--- src/rtl/mem_arbiter_if.sv ---
// Block-transfer port: level-held read/write request with a one-cycle ready pulse.
// The requester uses the master modport; the responder uses the slave modport.
interface mem_arbiter_if #(
   parameter int AW = 28,
   parameter int DW = 128
);
   logic          read;
   logic          write;
   logic [AW-1:0] addr;
   logic [DW-1:0] wdata;
   logic [DW-1:0] rdata;
   logic          ready;

   modport master (output read, write, addr, wdata, input rdata, ready);
   modport slave  (input read, write, addr, wdata, output rdata, ready);
endinterface

--- src/rtl/mem_arbiter.sv ---
// Two-client arbiter for one slow_memory block port, with per-client wait-cycle counters.
// Define ARB_RR_EN for round-robin tie-breaking; otherwise the D-side wins every tie.
module mem_arbiter #(
   parameter int AW = 28,
   parameter int DW = 128,
   parameter int CW = 32
) (
   input  logic          clk,
   input  logic          rst,
   mem_arbiter_if.slave  client_i,
   mem_arbiter_if.slave  client_d,
   mem_arbiter_if.master mem,
   output logic [CW-1:0] wait_I,
   output logic [CW-1:0] wait_D
);

   typedef enum logic [1:0] {IDLE, GNT_I, GNT_D, DRAIN} state_t;

   state_t        state_reg, state_next;
   logic          req_i, req_d;
   logic          tie_to_i;
   logic [CW-1:0] wait_i_reg, wait_d_reg;

   assign req_i = client_i.read | client_i.write;
   assign req_d = client_d.read | client_d.write;

`ifdef ARB_RR_EN
   // last_grant_reg = 1 means D was granted most recently
   logic last_grant_reg, last_grant_next;

   assign tie_to_i = last_grant_reg;

   always_ff @(posedge clk) begin
      if (rst) begin
         last_grant_reg <= 1'b1;
      end else begin
         last_grant_reg <= last_grant_next;
      end
   end

   always_comb begin
      last_grant_next = last_grant_reg;
      if (state_reg == IDLE && state_next == GNT_I) begin
         last_grant_next = 1'b0;
      end else if (state_reg == IDLE && state_next == GNT_D) begin
         last_grant_next = 1'b1;
      end
   end
`else
   assign tie_to_i = 1'b0;
`endif

   always_ff @(posedge clk) begin
      if (rst) begin
         state_reg <= IDLE;
      end else begin
         state_reg <= state_next;
      end
   end

   always_comb begin
      state_next = state_reg;
      case (state_reg)
         IDLE: begin
            if (req_i && req_d) begin
               state_next = tie_to_i ? GNT_I : GNT_D;
            end else if (req_i) begin
               state_next = GNT_I;
            end else if (req_d) begin
               state_next = GNT_D;
            end
         end
         GNT_I: if (mem.ready) state_next = DRAIN;
         GNT_D: if (mem.ready) state_next = DRAIN;
         DRAIN: state_next = IDLE;
         default: state_next = IDLE;
      endcase
   end

   // Memory request mux: only the granted client reaches slow_memory
   always_comb begin
      mem.read  = 1'b0;
      mem.write = 1'b0;
      mem.addr  = '0;
      mem.wdata = '0;
      case (state_reg)
         GNT_I: begin
            mem.read  = client_i.read;
            mem.write = client_i.write;
            mem.addr  = client_i.addr;
            mem.wdata = client_i.wdata;
         end
         GNT_D: begin
            mem.read  = client_d.read;
            mem.write = client_d.write;
            mem.addr  = client_d.addr;
            mem.wdata = client_d.wdata;
         end
         default: ;
      endcase
   end

   assign client_i.ready = mem.ready && (state_reg == GNT_I);
   assign client_d.ready = mem.ready && (state_reg == GNT_D);
   assign client_i.rdata = mem.rdata;
   assign client_d.rdata = mem.rdata;

   always_ff @(posedge clk) begin
      if (rst) begin
         wait_i_reg <= '0;
         wait_d_reg <= '0;
      end else begin
         if (req_i && state_reg != GNT_I) wait_i_reg <= wait_i_reg + CW'(1);
         if (req_d && state_reg != GNT_D) wait_d_reg <= wait_d_reg + CW'(1);
      end
   end

   assign wait_I = wait_i_reg;
   assign wait_D = wait_d_reg;

endmodule

--- src/flat_wrapper.sv ---
// flat-port wrapper written by rule: the top's interface ports become plain ports
module mem_arbiter_flat 
#(
   parameter int AW = 28,
   parameter int DW = 128,
   parameter int CW = 32
)
  (clk, rst, wait_I, wait_D, client_i_read, client_i_write, client_i_addr, client_i_wdata, client_i_rdata, client_i_ready, client_d_read, client_d_write, client_d_addr, client_d_wdata, client_d_rdata, client_d_ready, mem_read, mem_write, mem_addr, mem_wdata, mem_rdata, mem_ready);
  mem_arbiter_if #(.AW(AW), .DW(DW)) client_i_i ();
  mem_arbiter_if #(.AW(AW), .DW(DW)) client_d_i ();
  mem_arbiter_if #(.AW(AW), .DW(DW)) mem_i ();
  input  logic clk;
  input  logic rst;
  output logic [CW-1:0] wait_I;
  output logic [CW-1:0] wait_D;
  input wire logic [$bits(client_i_i.read)-1:0] client_i_read;
  input wire logic [$bits(client_i_i.write)-1:0] client_i_write;
  input wire logic [$bits(client_i_i.addr)-1:0] client_i_addr;
  input wire logic [$bits(client_i_i.wdata)-1:0] client_i_wdata;
  output wire logic [$bits(client_i_i.rdata)-1:0] client_i_rdata;
  output wire logic [$bits(client_i_i.ready)-1:0] client_i_ready;
  input wire logic [$bits(client_d_i.read)-1:0] client_d_read;
  input wire logic [$bits(client_d_i.write)-1:0] client_d_write;
  input wire logic [$bits(client_d_i.addr)-1:0] client_d_addr;
  input wire logic [$bits(client_d_i.wdata)-1:0] client_d_wdata;
  output wire logic [$bits(client_d_i.rdata)-1:0] client_d_rdata;
  output wire logic [$bits(client_d_i.ready)-1:0] client_d_ready;
  output wire logic [$bits(mem_i.read)-1:0] mem_read;
  output wire logic [$bits(mem_i.write)-1:0] mem_write;
  output wire logic [$bits(mem_i.addr)-1:0] mem_addr;
  output wire logic [$bits(mem_i.wdata)-1:0] mem_wdata;
  input wire logic [$bits(mem_i.rdata)-1:0] mem_rdata;
  input wire logic [$bits(mem_i.ready)-1:0] mem_ready;
  assign client_i_i.read = client_i_read;
  assign client_i_i.write = client_i_write;
  assign client_i_i.addr = client_i_addr;
  assign client_i_i.wdata = client_i_wdata;
  assign client_i_rdata = client_i_i.rdata;
  assign client_i_ready = client_i_i.ready;
  assign client_d_i.read = client_d_read;
  assign client_d_i.write = client_d_write;
  assign client_d_i.addr = client_d_addr;
  assign client_d_i.wdata = client_d_wdata;
  assign client_d_rdata = client_d_i.rdata;
  assign client_d_ready = client_d_i.ready;
  assign mem_read = mem_i.read;
  assign mem_write = mem_i.write;
  assign mem_addr = mem_i.addr;
  assign mem_wdata = mem_i.wdata;
  assign mem_i.rdata = mem_rdata;
  assign mem_i.ready = mem_ready;
  mem_arbiter #(.AW(AW), .DW(DW), .CW(CW)) u_core (.clk(clk), .rst(rst), .client_i(client_i_i), .client_d(client_d_i), .mem(mem_i), .wait_I(wait_I), .wait_D(wait_D));
endmodule
--- config.mk ---
export PLATFORM = sky130hd
export DESIGN_NAME = mem_arbiter_flat
export DESIGN_NICKNAME = d
export VERILOG_FILES = /design/src/rtl/mem_arbiter_if.sv /design/src/rtl/mem_arbiter.sv /design/src/flat_wrapper.sv
export SDC_FILE = /design/constraint.sdc
export NUM_CORES = 1
export LEC_CHECK = 0
export ABC_AREA = 1
export CAP_MARGIN = 20
export CORE_AREA = 3 3 355 357
export CTS_CLUSTER_DIAMETER = 120
export DETAILED_ROUTE_END_ITERATION = 6
export DIE_AREA = 0 0 358 360
export PLACE_DENSITY = 0.3
export SLEW_MARGIN = 20
export SYNTH_ARGS = -nofsm -noshare
export SYNTH_HDL_FRONTEND = slang
export SYNTH_SLANG_ARGS = --single-unit
--- constraint.sdc ---
create_clock -name clk -period 3.9 [get_ports clk]
set_input_delay 0.78 -clock clk [delete_from_list [all_inputs] [get_ports clk]]
set_output_delay 0.78 -clock clk [all_outputs]
set_load 0.1 [all_outputs]
==> results of run 1 <==
==> layout by cell type (no fill, tap or decap), drive strengths merged <==
master         synthesis  layout
nand2                462     462
clkdlybuf4s50          0     359
buf                  283     214
a21oi                186     186
nor2                 126     126
inv                   89      90
dfxtp                 66      66
nand3                 49      49
o21ai                 28      28
nand4                 20      20
clkbuf                34      11
nor3                   7       7
ha                     5       5
diode                  0       4
nand3b                 4       4
xor2                   3       3
o21bai                 3       3
o21a                   3       3
clkinv                 2       3
a31oi                  2       2
clkinvlp               0       2
nor3b                  1       1
o21ba                  1       1
xnor2                  1       1
==> critical path: stages (launching register included) <==
cell,delay [ns]
dfxtp_1,0.33
inv_1,0.14
ha_4,0.42
buf_12,0.28
buf_12,0.21
nand2_1,0.06
a21oi_1,0.45
buf_4,0.39
==> final timing paths <==
path                            cells after the start                       endpoint                        startpoint  slack, ns
worst max register to register                      9  u_core.wait_I[7]$_SDFFE_PP0P_  u_core.state_reg[1]$_SDFFE_PP0P_       1.47
worst min-delay path                                2  u_core.wait_I[7]$_SDFFE_PP0P_     u_core.wait_I[7]$_SDFFE_PP0P_       0.49
worst max-delay path                                7                  mem_wdata[14]  u_core.state_reg[1]$_SDFFE_PP0P_       0.39
worst min register to register                      2  u_core.wait_I[7]$_SDFFE_PP0P_     u_core.wait_I[7]$_SDFFE_PP0P_       0.49
==> cell type report <==
cell class / count / area [um2]
antenna: 4 / 10.01
tap: 1637 / 2048
inverter: 91 / 349.1
sequential: 66 / 1321
clock buffer: 11 / 242.7
multi-input combinational: 901 / 4081
timing repair buffer: 573 / 6351
clock inverter: 4 / 28.78
fill: 14440 / 108900
==> cell usage after synthesis (all sizes together) <==
library cell and number:
nand2 462, nor3 7, o21bai 3, a31oi 2, o21ba 1, xnor2 1
inv 89, nand3 49, nor3b 1, o21ai 28, xor2 3, buf 283
ha 5, a21oi 186, o21a 3, clkinv 2, clkbuf 34, nor2 126
nand4 20, nand3b 4, dfxtp 66
==> through the flow <==
| stage | hold slack [ns] | utilization |
|---|---|---|
| global route | 0.5148 | 0.1170 |
| global placement | 0.4749 | 0.1148 |
| CTS | 0.4928 | 0.1170 |
| floorplan | 0.4740 | - |
| detailed placement | 0.4806 | 0.1148 |
| finish | 0.4903 | 0.1170 |
==> per-layer routing <==
metal / share of wire / track usage / vias up
met5: 0.0016 / 0 / -
met4: 0.020 / 0.02360 / 20
met3: 0.23 / 0.1440 / 115
met2: 0.41 / 0.1953 / 688
met1: 0.34 / 0.1284 / 4260
li1: - / - / 4613
==> kinds of logic (layout without fill, tap and decap cells) <==
kind of cell,after synthesis,after routing,synth area share
compound gates,223,223,0.1439
xor+xnor,4,4,0.004429
fa+ha+maj,5,5,0.007908
buf+inv,408,679,0.3203
flops,66,66,0.1670
other cells,0,4,0
simple gates,669,669,0.3565
==> report_power, final <==
part | total [mW] | internal (mW) | switching (mW)
registers | 0.734 | 0.702 | 0.0316
clock network | 0.809 | 0.445 | 0.364
logic | 9.43 | 2.31 | 7.12
==> metrics, run 1 <==
status=completed; CP Capture Type=output pin; yosys warns=0; Top-Level Pins=927; cts hold-fix bufs=0; initial antenna violation count=33; largest net degree at the start of global routing=97; width of the die=358 um; H-tree Lvls=3; Max-cap violations=0; Tot Pwr=10.97 mW; Synth Cell Area=0.007911 mm2; worst setup margin=0.3872 ns; Total GRT Usage=0.1330; crit start category=register; final instance area=0.01443 mm2; Layout Skew=0.01400 ns; area of the die=0.1289 mm2; Setup Crit Path Kind=register to output pin; starting density of the core=0.06416; Lkg Pwr=4.858 nW; CP max FO=26; drt pass-1 iters=5; slew at the pin closest to its max-slew limit=1.104 ns; share of cells above drive strength 1=0.1659; total CTS buffers=9; vias in the first global route=9,899; global-route wire length before repair=110.7 mm; grt ovf=0; clock tree from TritonCTS=done; Root Buffer=clkbuf_16; Worst Path Arrival=2.73 ns; I/O Buffers=542; Finished Layout Cells=3,287; register area share after synthesis=0.1670; VDD IR max=390.1 uV; WL final=89.86 mm; # rows=129; pre-CTS WS=0.7514 ns; largest cells by area after synthesis=buf_4 (24%), nand2_1 (22%), dfxtp_1 (17%); max_slew headroom=0.2617; post-layout minimum cycle time=3.513 ns; # Post-CTS Setup Buffers=0; Hold Path Class=register to register; share of the synthesized area in the top cell type=0.2448; critical path required time=3.12 ns; final antenna-violating net count=0; Via density=2.950; initial DRC count=574; Layout Nets=2,094; FMAX=284.7 MHz; Post-Syn Instances=1,375; Unique masters post-synth=35; routed len/inst=27.34 um; Final period util=0.9007; post-synth net total=1,827; worst skew pair latency=0.36 ns; post-CTS sizing=0; setup TNS=0 ns; core area=0.1233 mm2; area post-placement=0.01415 mm2; syn avg cell area=5.754 um2; Synth-to-Final Area Change=82.43%; Placed Cells=3,268; routability congestion estimate=0.8660; vias=9,696; Synth Register Bits=66; # setup viols final=0; clock buffer depth=2; Max Slew Vio Count=0; Clock Sinks=66; cell taking the most area after synthesis=buf_4; HPWL after detailed placement=80.42 mm; Power Density=760.1 mW/mm2; RSZ-0062 raised after global routing=false; Reg clk slew, reported paths=0.06 ns; DR DRC count=0; final hold violation count=0; Die Ht=360 um
No activity file was read; power rests on OpenSTA's default activity.
==> run 2, diff against run 1 <==
CORE_AREA = 4 4 356 358   (was 3 3 355 357)
DIE_AREA = 0 0 360 362   (was 0 0 358 360)
MAX_ROUTING_LAYER = met4   (was not set)
==> run 2 against run 1 <==
Effect of this change:
- cell count about the same
- combinational power increased by 1%
- critical path type unchanged
- maximum frequency decreased by 8.7%
- wire length is 2.2% higher
- critical endpoint is now mem_wdata[47]
- sequential share of layout area fell by 0.16 points
- sequential power about the same
- non-clock buffer count shrank 11
==> metrics, run 2 (same netlist as run 1, synthesis figures left out) <==
status=completed; vias=9,876 (+1.9%); # setup viols final=0 (unchanged); routability congestion estimate=0.8781 (+1.4%); Worst path max stage delay=0.70 ns (+0.25 ns); Lkg Pwr=4.868 nW (+0.19%); final hold violation count=0 (unchanged); H-tree Lvls=3 (unchanged); most common cell after layout, fill and taps aside=nand2_1; VDD IR max=401.0 uV (+2.8%); critical path required time=3.12 ns (about the same); final antenna-violating net count=0 (unchanged); min-delay src=u_core.wait_D[6]$_SDFFE_PP0P_; Setup Crit Path Kind=register to output pin; Reg clk slew, reported paths=0.06 ns (about the same); r2r startpoint=u_core.state_reg[0]$_SDFFE_PP0P_; initial antenna violation count=43 (+30%); slowest CP cell=a21oi_2; core area=0.1233 mm2 (unchanged); Tot Pwr=11.11 mW (+1.3%); width of the die=360 um (+0.56%); drt pass-1 iters=4 (-1); Stages on worst setup path=6 (-1); RSZ-0062 raised after global routing=true; Via density=3.005 (+1.9%); total CTS buffers=9 (unchanged); cts hold-fix bufs=0 (unchanged); Root Buffer=clkbuf_16; Power Density=756.6 mW/mm2 (-0.46%); Switch Pwr=7.580 mW (+0.90%); most frequent cells in the layout=nand2_1 (456), clkdlybuf4s50_1 (357), a21oi_1 (162); Die Ht=362 um (+0.56%); Sw Share=0.6820 (-0.002790); share of cells above drive strength 1=0.1773 (+0.01140); Final Hold Slack=0.4892 ns (-0.001085 ns); Logic pwr share=0.857 (-0.002); largest net degree at the start of global routing=97 (unchanged); WL final=91.81 mm (+2.2%); grt ovf=0 (unchanged); DR DRC count=0 (unchanged); Max Slew Vio Count=0 (unchanged); Hold Path Class=register to register; Internal Power=3.534 mW (+2.2%); clock buffer depth=2 (unchanged); slew at the pin closest to its max-slew limit=1.109 ns (+0.005420 ns); HPWL after detailed placement=81.68 mm (+1.6%); Layout Skew=0.01079 ns (-0.003213 ns); Top cell by count, worst path=buf_12; Clock Sinks=66 (unchanged); reg2reg end=u_core.state_reg[1]$_SDFFE_PP0P_; vias in the first global route=10,080 (+1.9%); worst skew pair latency=0.37 ns (about the same); CP Capture Type=output pin; Total GRT Usage=0.1381 (+0.005135); Worst Path Arrival=3.07 ns (+0.34 ns); Crit path buffers/inverters=4 (unchanged); crit-path cells=inv_1 > ha_1 > clkinv_4 > buf_12 > a21oi_2 > buf_12; Layout fillers=14,440 (+0.014%); I/O Buffers=542 (unchanged); crit start category=register; WHS Endpoint=u_core.wait_D[6]$_SDFFE_PP0P_; routed len/inst=27.94 um (+2.2%); Reg power frac=0.066 (about the same); Synth-to-Final Area Change=85.67%; # rows=129 (unchanged); initial DRC count=496 (-14%); max_slew headroom=0.2581 (-0.003625); clock network fraction of design power=0.077 (+0.003); post-layout minimum cycle time=3.848 ns (+0.3355 ns); FF-to-FF setup slack=1.40 ns (-0.07 ns); Max-cap violations=0 (unchanged); Final period util=0.9867 (+0.08603); R2R depth=7 (-2); CP max FO=96 (+270%); Hold Path Depth=2 (unchanged); Crit path max-delay family=buffers and inverters; Top-Level Pins=927 (unchanged); starting density of the core=0.06416 (unchanged); FMAX=259.9 MHz (-8.7%); area of the die=0.1303 mm2 (+1.1%); clock tree from TritonCTS=done; global-route wire length before repair=113.8 mm (+2.8%); Layout Nets=2,083 (-0.53%)
==> run 2: metal layers <==
layer	track usage	part of all wire
met2	0.1893	0.40
met3	0.08243	0.13
met5	-	0
met4	0.02155	0.015
met1	0.1752	0.45
==> run 2: timing repair <==
item	CTS	global route
resized for setup	4	13
setup endpoints to repair	25	24
pin swaps	0	0
setup buffers	0	0
==> run 2: worst reg2reg max path, cell delays in order, from the launching register on <==
cell and delay (ns):
dfxtp_1 0.38, inv_1 0.11, ha_1 0.36, clkinv_4 0.33, buf_12 0.55, o21ai_0 0.34
o21ai_0 0.24, a21oi_1 0.06
==> run 2: final cells by class <==
cell class	count	area, um2	area share
Clock inverter	4	33.78	0.002300
Timing Repair Buffer	562	6439	0.4383
Tap cell	1637	2048	0.1394
Antenna cell	13	32.53	0.002215
Clock buffer	12	266.5	0.01814
Inverter	91	346.6	0.02359
Multi-Input combinational cell	901	4202	0.2860
Sequential cell	66	1321	0.08995
==> run 2: worst max path at each step <==
stage	slack [ns]	from	endpoint
2_1_floorplan	0.44	u_core.state_reg[1]$_SDFFE_PP0P_	mem_wdata[100]
3_3_place_gp	-0.31	u_core.state_reg[1]$_SDFFE_PP0P_	mem_wdata[83]
3_5_place_dp	0.10	u_core.state_reg[0]$_SDFFE_PP0P_	mem_wdata[76]
4_1_cts	-0.25	u_core.state_reg[0]$_SDFFE_PP0P_	mem_wdata[79]
5_1_grt	-0.15	u_core.state_reg[0]$_SDFFE_PP0P_	mem_wdata[42]
6_report	0.05	u_core.state_reg[0]$_SDFFE_PP0P_	mem_wdata[47]
==> run 2: power by group through the flow <==
stage                     clock network, mW  registers, mW  logic, mW
after floorplan                           0          0.865       6.61
after global placement                    0          0.750       9.72
after detailed placement                  0          0.749       9.71
after CTS                             0.921          0.734       9.75
after global routing                  0.932          0.737       10.0
final                                 0.859          0.734       9.52
==> run 2: stage by stage <==
stage               TNS, ns    util  std cells  setup slack, ns  instance area [um2]
global route        -0.8957  0.1190       3282          -0.1514                14680
finish                    0  0.1191       3286          0.05174                14690
floorplan                 0       -       1375           0.4380                 7911
detailed placement        0  0.1158       3257           0.1001                14280
global placement     -1.208  0.1154       3257          -0.3094                14240
CTS                  -2.394  0.1183       3273          -0.2496                14590
==> run 3, diff against run 2 <==
CTS_BUF_LIST = sky130_fd_sc_hd__clkbuf_4   (was not set)
==> run 3 against run 2 <==
Effect of this change:
- critical path depth did not move
- flip-flop and latch count is the same
- global-route usage increased by 0.058 points
- critical endpoint is now mem_wdata[75]
- clock skew increased by 0.018 ns
- largest cell class unchanged
- first-iteration DRC count rose by 0.81%
- via count about the same
- largest power group unchanged
- clock power shrank 46%
- die area is the same
==> metrics, run 3 (same netlist as run 1, synthesis figures left out) <==
H-tree Lvls=3 (unchanged); reg2reg end=u_core.wait_D[30]$_SDFFE_PP0P_; Layout Nets=2,085 (+0.096%); most common cell after layout, fill and taps aside=nand2_1; Worst Path Arrival=2.97 ns (-0.10 ns); area of the die=0.1303 mm2 (unchanged); Die Ht=362 um (unchanged); Logic pwr share=0.892 (+0.035); Layout fillers=14,440 (-0.014%); crit start category=register; setup TNS=0 ns (unchanged); Placed Cells=3,257 (unchanged); Synth-to-Final Area Change=85.64% (about the same); slew at the pin closest to its max-slew limit=1.103 ns (-0.006459 ns); r2r startpoint=u_core.state_reg[0]$_SDFFE_PP0P_; initial DRC count=500 (+0.81%); grt ovf=0 (unchanged); Root Buffer=clkbuf_4; Sw Share=0.7021 (+0.02004); most frequent cells in the layout=nand2_1 (456), clkdlybuf4s50_1 (357), a21oi_1 (155); Final Hold Slack=0.4986 ns (+0.009451 ns); clock buffer depth=2 (unchanged); routed len/inst=28.26 um (+1.2%); Top-Level Pins=927 (unchanged); area post-placement=0.01428 mm2 (unchanged); Register Area=0.001321 mm2 (unchanged); Hold Path Class=register to register; total CTS buffers=9 (unchanged); width of the die=360 um (unchanged); CP Capture Type=output pin; DR DRC count=0 (unchanged); Total GRT Usage=0.1387 (+0.0005795); Hold Path Depth=2 (unchanged); # setup viols final=0 (unchanged); worst skew pair latency=0.52 ns (+0.15 ns); post-layout minimum cycle time=3.755 ns (-0.09366 ns); final cell utilization of the core=0.1191 (about the same); Reg clk slew, reported paths=0.13 ns (+0.07 ns); area occupied by multi-input gates=0.004318 mm2 (+2.8%); core area=0.1233 mm2 (unchanged); critical path required time=3.12 ns (about the same); share of cells above drive strength 1=0.1807 (+0.003447); FF-to-FF setup slack=1.48 ns (+0.08 ns); HPWL after detailed placement=81.68 mm (unchanged); final instance area=0.01469 mm2 (about the same); vias in the first global route=10,100 (+0.12%); vias=9,877 (+0.010%); WHS Endpoint=u_core.wait_D[6]$_SDFFE_PP0P_; clock network fraction of design power=0.042 (-0.035); Power Density=751.2 mW/mm2 (-0.71%); Max-cap violations=0 (unchanged); Internal Power=3.287 mW (-7.0%); largest net degree at the start of global routing=97 (unchanged); max_slew headroom=0.2624 (+0.004319); min-delay src=u_core.wait_D[6]$_SDFFE_PP0P_; global-route wire length before repair=114.3 mm (+0.45%); status=completed; Final period util=0.9627 (-0.02402); FMAX=266.3 MHz (+2.5%); RSZ-0062 raised after global routing=true; Layout Skew=0.02859 ns (+0.01780 ns); routability congestion estimate=0.8781 (unchanged); WL final=92.98 mm (+1.3%); starting density of the core=0.06416 (unchanged); Finished Layout Cells=3,290 (+0.12%); # rows=129 (unchanged); Switch Pwr=7.746 mW (+2.2%); Max Slew Vio Count=0 (unchanged); Via density=3.002 (-0.11%); initial antenna violation count=40 (-7.0%); R2R depth=10 (+3); Clock Sinks=66 (unchanged); clock tree from TritonCTS=done; Reg power frac=0.067 (about the same); Setup Crit Path Kind=register to output pin; Lkg Pwr=4.816 nW (-1.1%); I/O Buffers=542 (unchanged); final antenna-violating net count=0 (unchanged); CP max FO=51 (-47%); final hold violation count=0 (unchanged); VDD IR max=396.9 uV (-1.0%); drt pass-1 iters=5 (+1)
## run 3: cell count changes in the layout (fill, tap and decap cells not counted), moves of 2 or more
| cell | before | now |
|---|---|---|
| a21oi_2 | 20 | 15 |
| clkbuf_8 | 3 | 0 |
| clkinv_1 | 1 | 4 |
| clkbuf_4 | 0 | 9 |
| diode_2 | 13 | 15 |
| a21oi_1 | 162 | 155 |
| a21oi_4 | 4 | 16 |
| clkbuf_16 | 9 | 1 |
## run 3: routing by layer
metal,GRT usage,up-vias,share of wire
met5,-,-,0
met4,0.02297,0,0.016
met3,0.08115,75,0.13
met2,0.1911,697,0.40
met1,0.1756,4488,0.45
li1,-,4617,-
## run 3: through the flow
| stage | total power, mW | setup slack, ns |
|---|---|---|
| 3_3_place_gp | 10.47 | -0.3094 |
| 4_1_cts | 11.16 | -0.09237 |
| 5_1_grt | 11.59 | -0.02740 |
| 6_report | 11.03 | 0.1454 |
| 2_1_floorplan | 7.476 | 0.4380 |
| 3_5_place_dp | 10.46 | 0.1001 |
## run 3: power groups by stage
stage          registers (mW)  clock network [mW]  logic [mW]
4_1_cts                 0.735               0.515        9.91
3_3_place_gp            0.750                   0        9.72
6_report                0.734               0.462        9.84
5_1_grt                 0.738               0.519        10.3
2_1_floorplan           0.865                   0        6.61
3_5_place_dp            0.749                   0        9.71
## run 3: cell type report
type	count	area share
Antenna cell	15	0.002556
Clock buffer	9	0.004600
Clock inverter	7	0.003067
Inverter	91	0.02411
Multi-Input combinational cell	901	0.2940
Sequential cell	66	0.08996
Tap cell	1637	0.1395
Timing Repair Buffer	564	0.4422
## run 3: critical path, cell delays in order, from the launching register on
cell and delay [ns]:
dfxtp_1 0.41, inv_1 0.12, ha_1 0.44, clkinv_8 0.26, buf_16 0.34, a21oi_2 0.54, buf_12 0.26
## run 3: worst max-delay path by stage
stage	start	endpoint	slack, ns	cells past startpoint
6_report	u_core.state_reg[0]$_SDFFE_PP0P_	mem_wdata[75]	0.15	6
3_5_place_dp	u_core.state_reg[0]$_SDFFE_PP0P_	mem_wdata[76]	0.10	6
2_1_floorplan	u_core.state_reg[1]$_SDFFE_PP0P_	mem_wdata[100]	0.44	7
3_3_place_gp	u_core.state_reg[1]$_SDFFE_PP0P_	mem_wdata[83]	-0.31	6
5_1_grt	u_core.state_reg[0]$_SDFFE_PP0P_	mem_wdata[43]	-0.03	6
4_1_cts	u_core.state_reg[0]$_SDFFE_PP0P_	mem_wdata[81]	-0.09	6
## run 3: what timing repair did
action	CTS	global route
hold buffers	0	0
gates cloned	0	1
setup buffers	1	0
pin swaps	0	0
resized for setup	28	11
endpoints found under the setup margin	38	23
hold endpoints to repair	0	0
